### src/rtl/load_store_unit.sv
// Byte-addressed load/store front end for a word-wide, registered-output data memory.
// Big-endian lanes; sub-word stores run as read-modify-write.
module load_store_unit #(
  parameter int DATA_WIDTH = 32,
  parameter int ADDR_WIDTH = 13
) (
  input  logic                  clk,
  input  logic                  reset,
  input  logic                  req_valid,
  output logic                  req_ready,
  input  logic                  req_we,
  input  logic [1:0]            req_size,
  input  logic                  req_signed,
  input  logic [31:0]           req_addr,
  input  logic [DATA_WIDTH-1:0] req_wdata,
  output logic                  resp_valid,
  output logic [DATA_WIDTH-1:0] resp_rdata,
  output logic                  resp_err,
  output logic [ADDR_WIDTH-1:0] mem_address,
  output logic                  mem_cs,
  output logic                  mem_we,
  output logic [DATA_WIDTH-1:0] mem_wdata,
  input  logic [DATA_WIDTH-1:0] mem_rdata
);

  // state | meaning
  // IDLE  | ready for a request
  // RD    | memory read cycle (load or RMW fetch)
  // CAP   | registered read data available: extract load or merge store lane
  // WR    | memory write cycle
  // ERR   | misaligned / illegal size, no memory access
  // RESP  | one-cycle completion pulse
  typedef enum logic [2:0] {IDLE, RD, CAP, WR, ERR, RESP} state_t;

  state_t                  state, state_next;
  logic                    we_q;
  logic [1:0]              size_q;
  logic                    signed_q;
  logic [ADDR_WIDTH+1:0]   addr_q;
  logic [DATA_WIDTH-1:0]   wdata_q;
  logic                    req_error;
  logic [7:0]              lane_byte;
  logic [15:0]             lane_half;
  logic [DATA_WIDTH-1:0]   load_value;
  logic [DATA_WIDTH-1:0]   merged;
  logic                    unused_addr_bits;

  // Address bits above the memory range wrap around and are deliberately dropped.
  assign unused_addr_bits = ^req_addr[31:ADDR_WIDTH+2];

  assign req_error = (req_size == 2'b11) ||
                     (req_size == 2'b01 && req_addr[0]) ||
                     (req_size == 2'b10 && req_addr[1:0] != 2'b00);

  always_comb begin
    state_next = state;
    case (state)
      IDLE: begin
        if (req_valid) begin
          if (req_error)                       state_next = ERR;
          else if (req_we && req_size == 2'b10) state_next = WR;
          else                                  state_next = RD;
        end
      end
      RD:      state_next = CAP;
      CAP:     state_next = we_q ? WR : RESP;
      WR:      state_next = RESP;
      ERR:     state_next = RESP;
      RESP:    state_next = IDLE;
      default: state_next = IDLE;
    endcase
  end

  always_comb begin
    lane_byte = mem_rdata[7:0];
    case (addr_q[1:0])
      2'd0:    lane_byte = mem_rdata[31:24];
      2'd1:    lane_byte = mem_rdata[23:16];
      2'd2:    lane_byte = mem_rdata[15:8];
      default: lane_byte = mem_rdata[7:0];
    endcase
    lane_half = addr_q[1] ? mem_rdata[15:0] : mem_rdata[31:16];

    load_value = mem_rdata;
    if (size_q == 2'b00)
      load_value = {{24{signed_q & lane_byte[7]}}, lane_byte};
    else if (size_q == 2'b01)
      load_value = {{16{signed_q & lane_half[15]}}, lane_half};

    merged = mem_rdata;
    if (size_q == 2'b00) begin
      case (addr_q[1:0])
        2'd0:    merged[31:24] = wdata_q[7:0];
        2'd1:    merged[23:16] = wdata_q[7:0];
        2'd2:    merged[15:8]  = wdata_q[7:0];
        default: merged[7:0]   = wdata_q[7:0];
      endcase
    end else if (addr_q[1]) begin
      merged[15:0] = wdata_q[15:0];
    end else begin
      merged[31:16] = wdata_q[15:0];
    end
  end

  always_ff @(posedge clk) begin
    if (reset) begin
      state      <= IDLE;
      we_q       <= 1'b0;
      size_q     <= 2'b00;
      signed_q   <= 1'b0;
      addr_q     <= '0;
      wdata_q    <= '0;
      resp_rdata <= '0;
      resp_err   <= 1'b0;
    end else begin
      state <= state_next;
      case (state)
        IDLE: begin
          if (req_valid) begin
            we_q     <= req_we;
            size_q   <= req_size;
            signed_q <= req_signed;
            addr_q   <= req_addr[ADDR_WIDTH+1:0];
            wdata_q  <= req_wdata;
          end
        end
        CAP: begin
          // For stores wdata_q becomes the merged word driven during WR.
          if (we_q) begin
            wdata_q <= merged;
          end else begin
            resp_rdata <= load_value;
            resp_err   <= 1'b0;
          end
        end
        WR: begin
          resp_rdata <= '0;
          resp_err   <= 1'b0;
        end
        ERR: begin
          resp_rdata <= '0;
          resp_err   <= 1'b1;
        end
        default: ;
      endcase
    end
  end

  assign req_ready   = (state == IDLE);
  assign resp_valid  = (state == RESP);
  assign mem_cs      = (state == RD) || (state == WR);
  assign mem_we      = (state == WR);
  assign mem_address = addr_q[ADDR_WIDTH+1:2];
  assign mem_wdata   = wdata_q;

endmodule

### config.mk
export PLATFORM = sky130hd
export DESIGN_NAME = load_store_unit
export DESIGN_NICKNAME = d
export VERILOG_FILES = /design/src/rtl/load_store_unit.sv
export SDC_FILE = /design/constraint.sdc
export NUM_CORES = 1
export LEC_CHECK = 0
export ABC_AREA = 1
export CAP_MARGIN = 10
export CORE_MARGIN = 4
export CORE_UTILIZATION = 50
export CTS_BUF_LIST = sky130_fd_sc_hd__clkbuf_2 sky130_fd_sc_hd__clkbuf_4 sky130_fd_sc_hd__clkbuf_8
export DETAILED_ROUTE_END_ITERATION = 6
export PLACE_DENSITY = 0.89
export SYNTH_ARGS = -nofsm -noshare
export SYNTH_HDL_FRONTEND = slang
export SYNTH_SLANG_ARGS = --single-unit
### constraint.sdc
create_clock -name clk -period 2.75 [get_ports clk]
set_input_delay 0.4125 -clock clk [delete_from_list [all_inputs] [get_ports clk]]
set_output_delay 0.4125 -clock clk [all_outputs]
set_load 0.005 [all_outputs]
# Yosys cells after proc, flatten, opt, wreduce, memory -nomap -nowiden
# Index checks and enable logic that the tools add are counted.
word_totals:
  register_bits: 87
  latch_bits: 0
  ramBits: 0
  romBits: 0
  n_memories: 0
classes:
  n_addsub: 0
  multipliers: 0
  div_mod_pow: 0
  magnitude_cmp: 0
  n_eq_ne: 16
  shift: 0
  mux: 23
  n_bitwise: 2
  reduce_logical: 21
op_table:
  columns: ["op", "count"]
  rows:
  - ["$mux 32", 6]
  - ["$pmux 32 s2", 2]
  - ["$mux 16", 3]
  - ["$mux 8", 4]
  - ["$pmux 8 s3", 1]
  - ["$pmux 3 s4", 1]
  - ["$mux 3", 3]
  - ["$eq 2x1->1 const B", 3]
  - ["$eq 2x2->1 const B", 3]
  - ["$eq 3x2->1 const B", 2]
  - ["$eq 3x3->1 const B", 2]
  - ["$ne 2x2->1 const B", 3]
  - ["$ne 3x3->1 const B", 2]
  - ["$reduce_and 2->1", 3]
  - ["$reduce_bool 2->1", 3]
  - ["$reduce_and 5->1", 1]
  - ["$logic_not 2->1", 2]
  - ["$reduce_and 4->1", 1]
  - ["$eq 3x1->1 const B", 1]
  - ["$logic_and 1x1->1", 3]
  - ["$logic_not 3->1", 1]
  - ["$logic_or 1x1->1", 3]
  - ["$pmux 1 s3", 1]
  - ["$reduce_and 3->1", 1]
  - ["6 further kinds", 7]

# Logic depth before layout (Yosys ltp)
depth:
  word_depth: 7
  ltp_mapped: 10

# Least setup slack after synthesis
# No wires, ideal clock.
synth_path:
  kind: "input-to-reg"
  start: "input port req_valid"
  end: "register wdata_q[6] (netlist: mem_wdata[6])"
  setup_ns: 0.112
  arrival_time_ns: 1.297
  t_required_ns: 2.638
  setup_slack_ns: 1.342
  path_stages: 9
  path_cell_list: "clkbuf_1 inv_1 nand2_4 inv_2 nor2_4 buf_6 nand3_1 nand2_1 nor2_1"
synth_between:
  elab_chain_len: 2
synth_rtl:
  columns: ["item", "line_no", "source"]
  rows:
  - ["start, declared", "9", "input logic req_valid,"]
  - ["$ne 2x2->1 (no line)", null, null]
  - ["$reduce_and 5->1 (no line)", null, null]
  - ["end signal, assigned", "124", "wdata_q <= req_wdata;"]
  - ["end signal, assigned", "130", "wdata_q <= merged;"]
  - ["end, declared", "40", "logic [DATA_WIDTH-1:0] wdata_q;"]
# No other way between the ends.
# A chain may end at the register's enable or synchronous reset.

# Worst setup path in the final report
layout_path:
  start: "register state[0]"
  end: "output port req_ready"
layout_between:
  elab_chain_len: 1
layout_rtl:
  columns: ["item", "line_no", "source"]
  rows:
  - ["start, declared", "35", "state_t state, state_next;"]
  - ["start signal, assigned", "116", "state <= state_next;"]
  - ["$logic_not 3->1", "149", "assign req_ready = (state == IDLE);"]
  - ["end, declared", "10", "output logic req_ready,"]
# No other way between the ends.

==> results.ini <==
[run_status]
status = completed

[clocking]
clock_latency_ns = 0.36
clockBufferDepth = 2
clkTransAtPathRegs_ns = 0.10
postCtsResizedCells = 0
cts_made_buffers = 9
hold_buffers = 0
cts-root-buf = clkbuf_8
cts_htree_levels = 3
post_cts_buffers = 0
cts_tree = built
cts_sinks = 87

[floorplanning]
die_h_um = 108
die_w_um = 108
num_rows = 36
die_area_um2 = 11800
initial_core_util = 0.514
io_pins = 185
core_um2 = 9820

[critical_path]
r2r-end = mem_wdata[25]$_SDFFE_PP0P_
rr_startpoint = state[0]$_SDFFE_PP0P_
critPathTopFamily = buffers and inverters
critPathMaxFanout = 19
cp.required_ns = 2.34
cp_cell_sequence = inv_1 -> nand2_2 -> nor2_8 -> clkdlybuf4s50_1
crit_cells = 4
path_buf_inv = 2
slowest_stage = clkdlybuf4s50_1
regToRegSetupSlack_ns = 0.84
reg2reg_depth = 8
crit_type = flop to output port
max_stage_delay_ns = 0.57
startpoint_type = flop
cp-end-kind = output port
arrival_ns = 1.82
startpoint = state[0]$_SDFFE_PP0P_

[logic_synthesis]
synth_top_family_by_area = simple AND/OR/NAND/NOR gates
synth_xor_area_frac = 0
synth-main-ff-cell = dfxtp_1
synth.area.mux_share = 0
syn_inst = 771
ys_warn_count = 0
ys_ff_latch = 87
synth-simple-area-share = 0.367
syn_nets = 874
synth_cell_types = 33
async_flop_share = 0
synth_compound_area_frac = 0.175
synth_edf_count = 0
netlist_area_um2 = 5040
synth.avg_cell_area_um2 = 6.54
synth_seq_area_share = 0.345
synth_fa_ha_area_frac = 0

[timing]
skew_ns = 0.00825
final.min_clock_period_ns = 2.23
fin_crit_sh = 0.811
fmaxAchievable_ghz = 0.448
slew_viol_final = 0
final.setup.tns_ns = 0
hold_ws_ns = 0.464
relSlewSlack = 0.581
hold_violations = 0
tightest_slew_ns = 0.629
setup_viol_count_final = 0
rsz0062_at_grt = false

[final_layout]
num_antenna_cells = 0
drive_gt1_frac = 0.0917
multi_input_area_um2 = 2740
nFillCells = 901
fin_nets = 1003
final_cell_mix = nand2_1, clkdlybuf4s50_1, nand3_1
final_common_cell = nand2_1
area_delta_synth_final_pct = 34.4
stdcell_area_um2 = 6780
ff_latch_area_um2 = 1740

[placement]
io_buffers = 167
globalplace.congestion = 1.02
dpl-instance-area_um2 = 6570
dpl.hpwl_mm = 12.6

[grt]
antenna_found_initial = 0
grt_pass1_vias = 5108
gr-usage-all-layers = 0.283
grt_max_degree = 48
grt_pass1_wl_mm = 26.0
gr-total-overflow = 0

[power_and_ir_drop]
power.total_mw = 4.58
max-vdd-ir-drop_mv = 0.453
power_leakage_nw = 2.74
power_density_nw_per_um2 = 676

[routing]
routed_via_density = 5.46
drtAntennaViolNets = 0
drtIter0Drc = 700
drtPass1Iterations = 5
drc = 0
routed_wl_mm = 16.9
vias = 5665
wl_per_cell_um = 16.2

[worst_hold_path]
hold_end = addr_q[6]$_SDFFE_PP0P_
hp-start = addr_q[6]$_SDFFE_PP0P_
holdPathStages = 2
hold_path.class = flop to flop

[job]
drv_cap = 0

logic make-up after synthesis:
group,Yosys count
DFF,87
buffers and inverters,105
AOI/OAI and AO/OA,164
and+or+nand+nor,415
tightest hold or removal path: cells and delay by family (launching register included):
kind,cells,cell delay (ns)
DFF,1,0.32
AOI/OAI and AO/OA,1,0.05
and+or+nand+nor,1,0.06
sequential cells by signal, indices dropped and copies added (netlist names):
name,count
addr_q,15
mem_wdata,32
resp_err,1
resp_rdata,32
signed_q,1
size_q,2
state,3
we_q,1
how the worst max path moves through the flow:
stage | to | slack (ns)
after global placement | resp_rdata[28]$_SDFFE_PP0P_ | 0.68
after global routing | req_ready | 0.42
after CTS | req_ready | 0.51
final | req_ready | 0.52
after floorplan | mem_wdata[6]$_SDFFE_PP0P_ | 1.34
after detailed placement | resp_rdata[20]$_SDFFE_PP0P_ | 0.65
synthesized netlist by cell type, types with 9 or more instances:
cell | number | area, um^2
buf_4 | 23 | 173
nand3_1 | 89 | 445
o21ai_0 | 49 | 245
clkbuf_1 | 13 | 48.8
nand2_2 | 17 | 106
dfxtp_1 | 87 | 1740
nor2_1 | 73 | 274
buf_2 | 17 | 85.1
nand4_1 | 9 | 56.3
a21oi_1 | 83 | 415
inv_1 | 37 | 139
a21oi_2 | 11 | 96.3
nand2_1 | 207 | 777
cell type report:
| class | instances | share of cell area |
|---|---|---|
| clock buffer | 9 | 0.0183 |
| clock inverter | 7 | 0.0118 |
| inverter | 43 | 0.0246 |
| multi-input combinational | 579 | 0.404 |
| sequential | 87 | 0.257 |
| tap | 133 | 0.0246 |
| timing repair buffer | 180 | 0.260 |
where the power goes:
group          internal [mW]  switching [mW]  total (mW)
combinational          0.834            1.15        1.98
clock                  0.431           0.501       0.932
sequential              1.46           0.212        1.67
total                   2.73            1.86        4.58
layer usage:
layer | GRT usage | up-vias | wire [um]
met3 | 0.0531 | 42 | 1500
met5 | 0 | - | 0
met1 | 0.385 | 2547 | 7020
li1 | - | 2777 | -
met2 | 0.446 | 299 | 7790
met4 | 0.107 | 0 | 558
per-stage QoR:
stage / setup slack (ns) / utilization / cells
after floorplan: 1.34 / - / 771
after global placement: 0.678 / 0.669 / 1022
after detailed placement: 0.645 / 0.669 / 1022
after CTS: 0.508 / 0.690 / 1038
after global routing: 0.418 / 0.690 / 1038
final: 0.519 / 0.690 / 1038
Power figures use the tool's default switching activity.
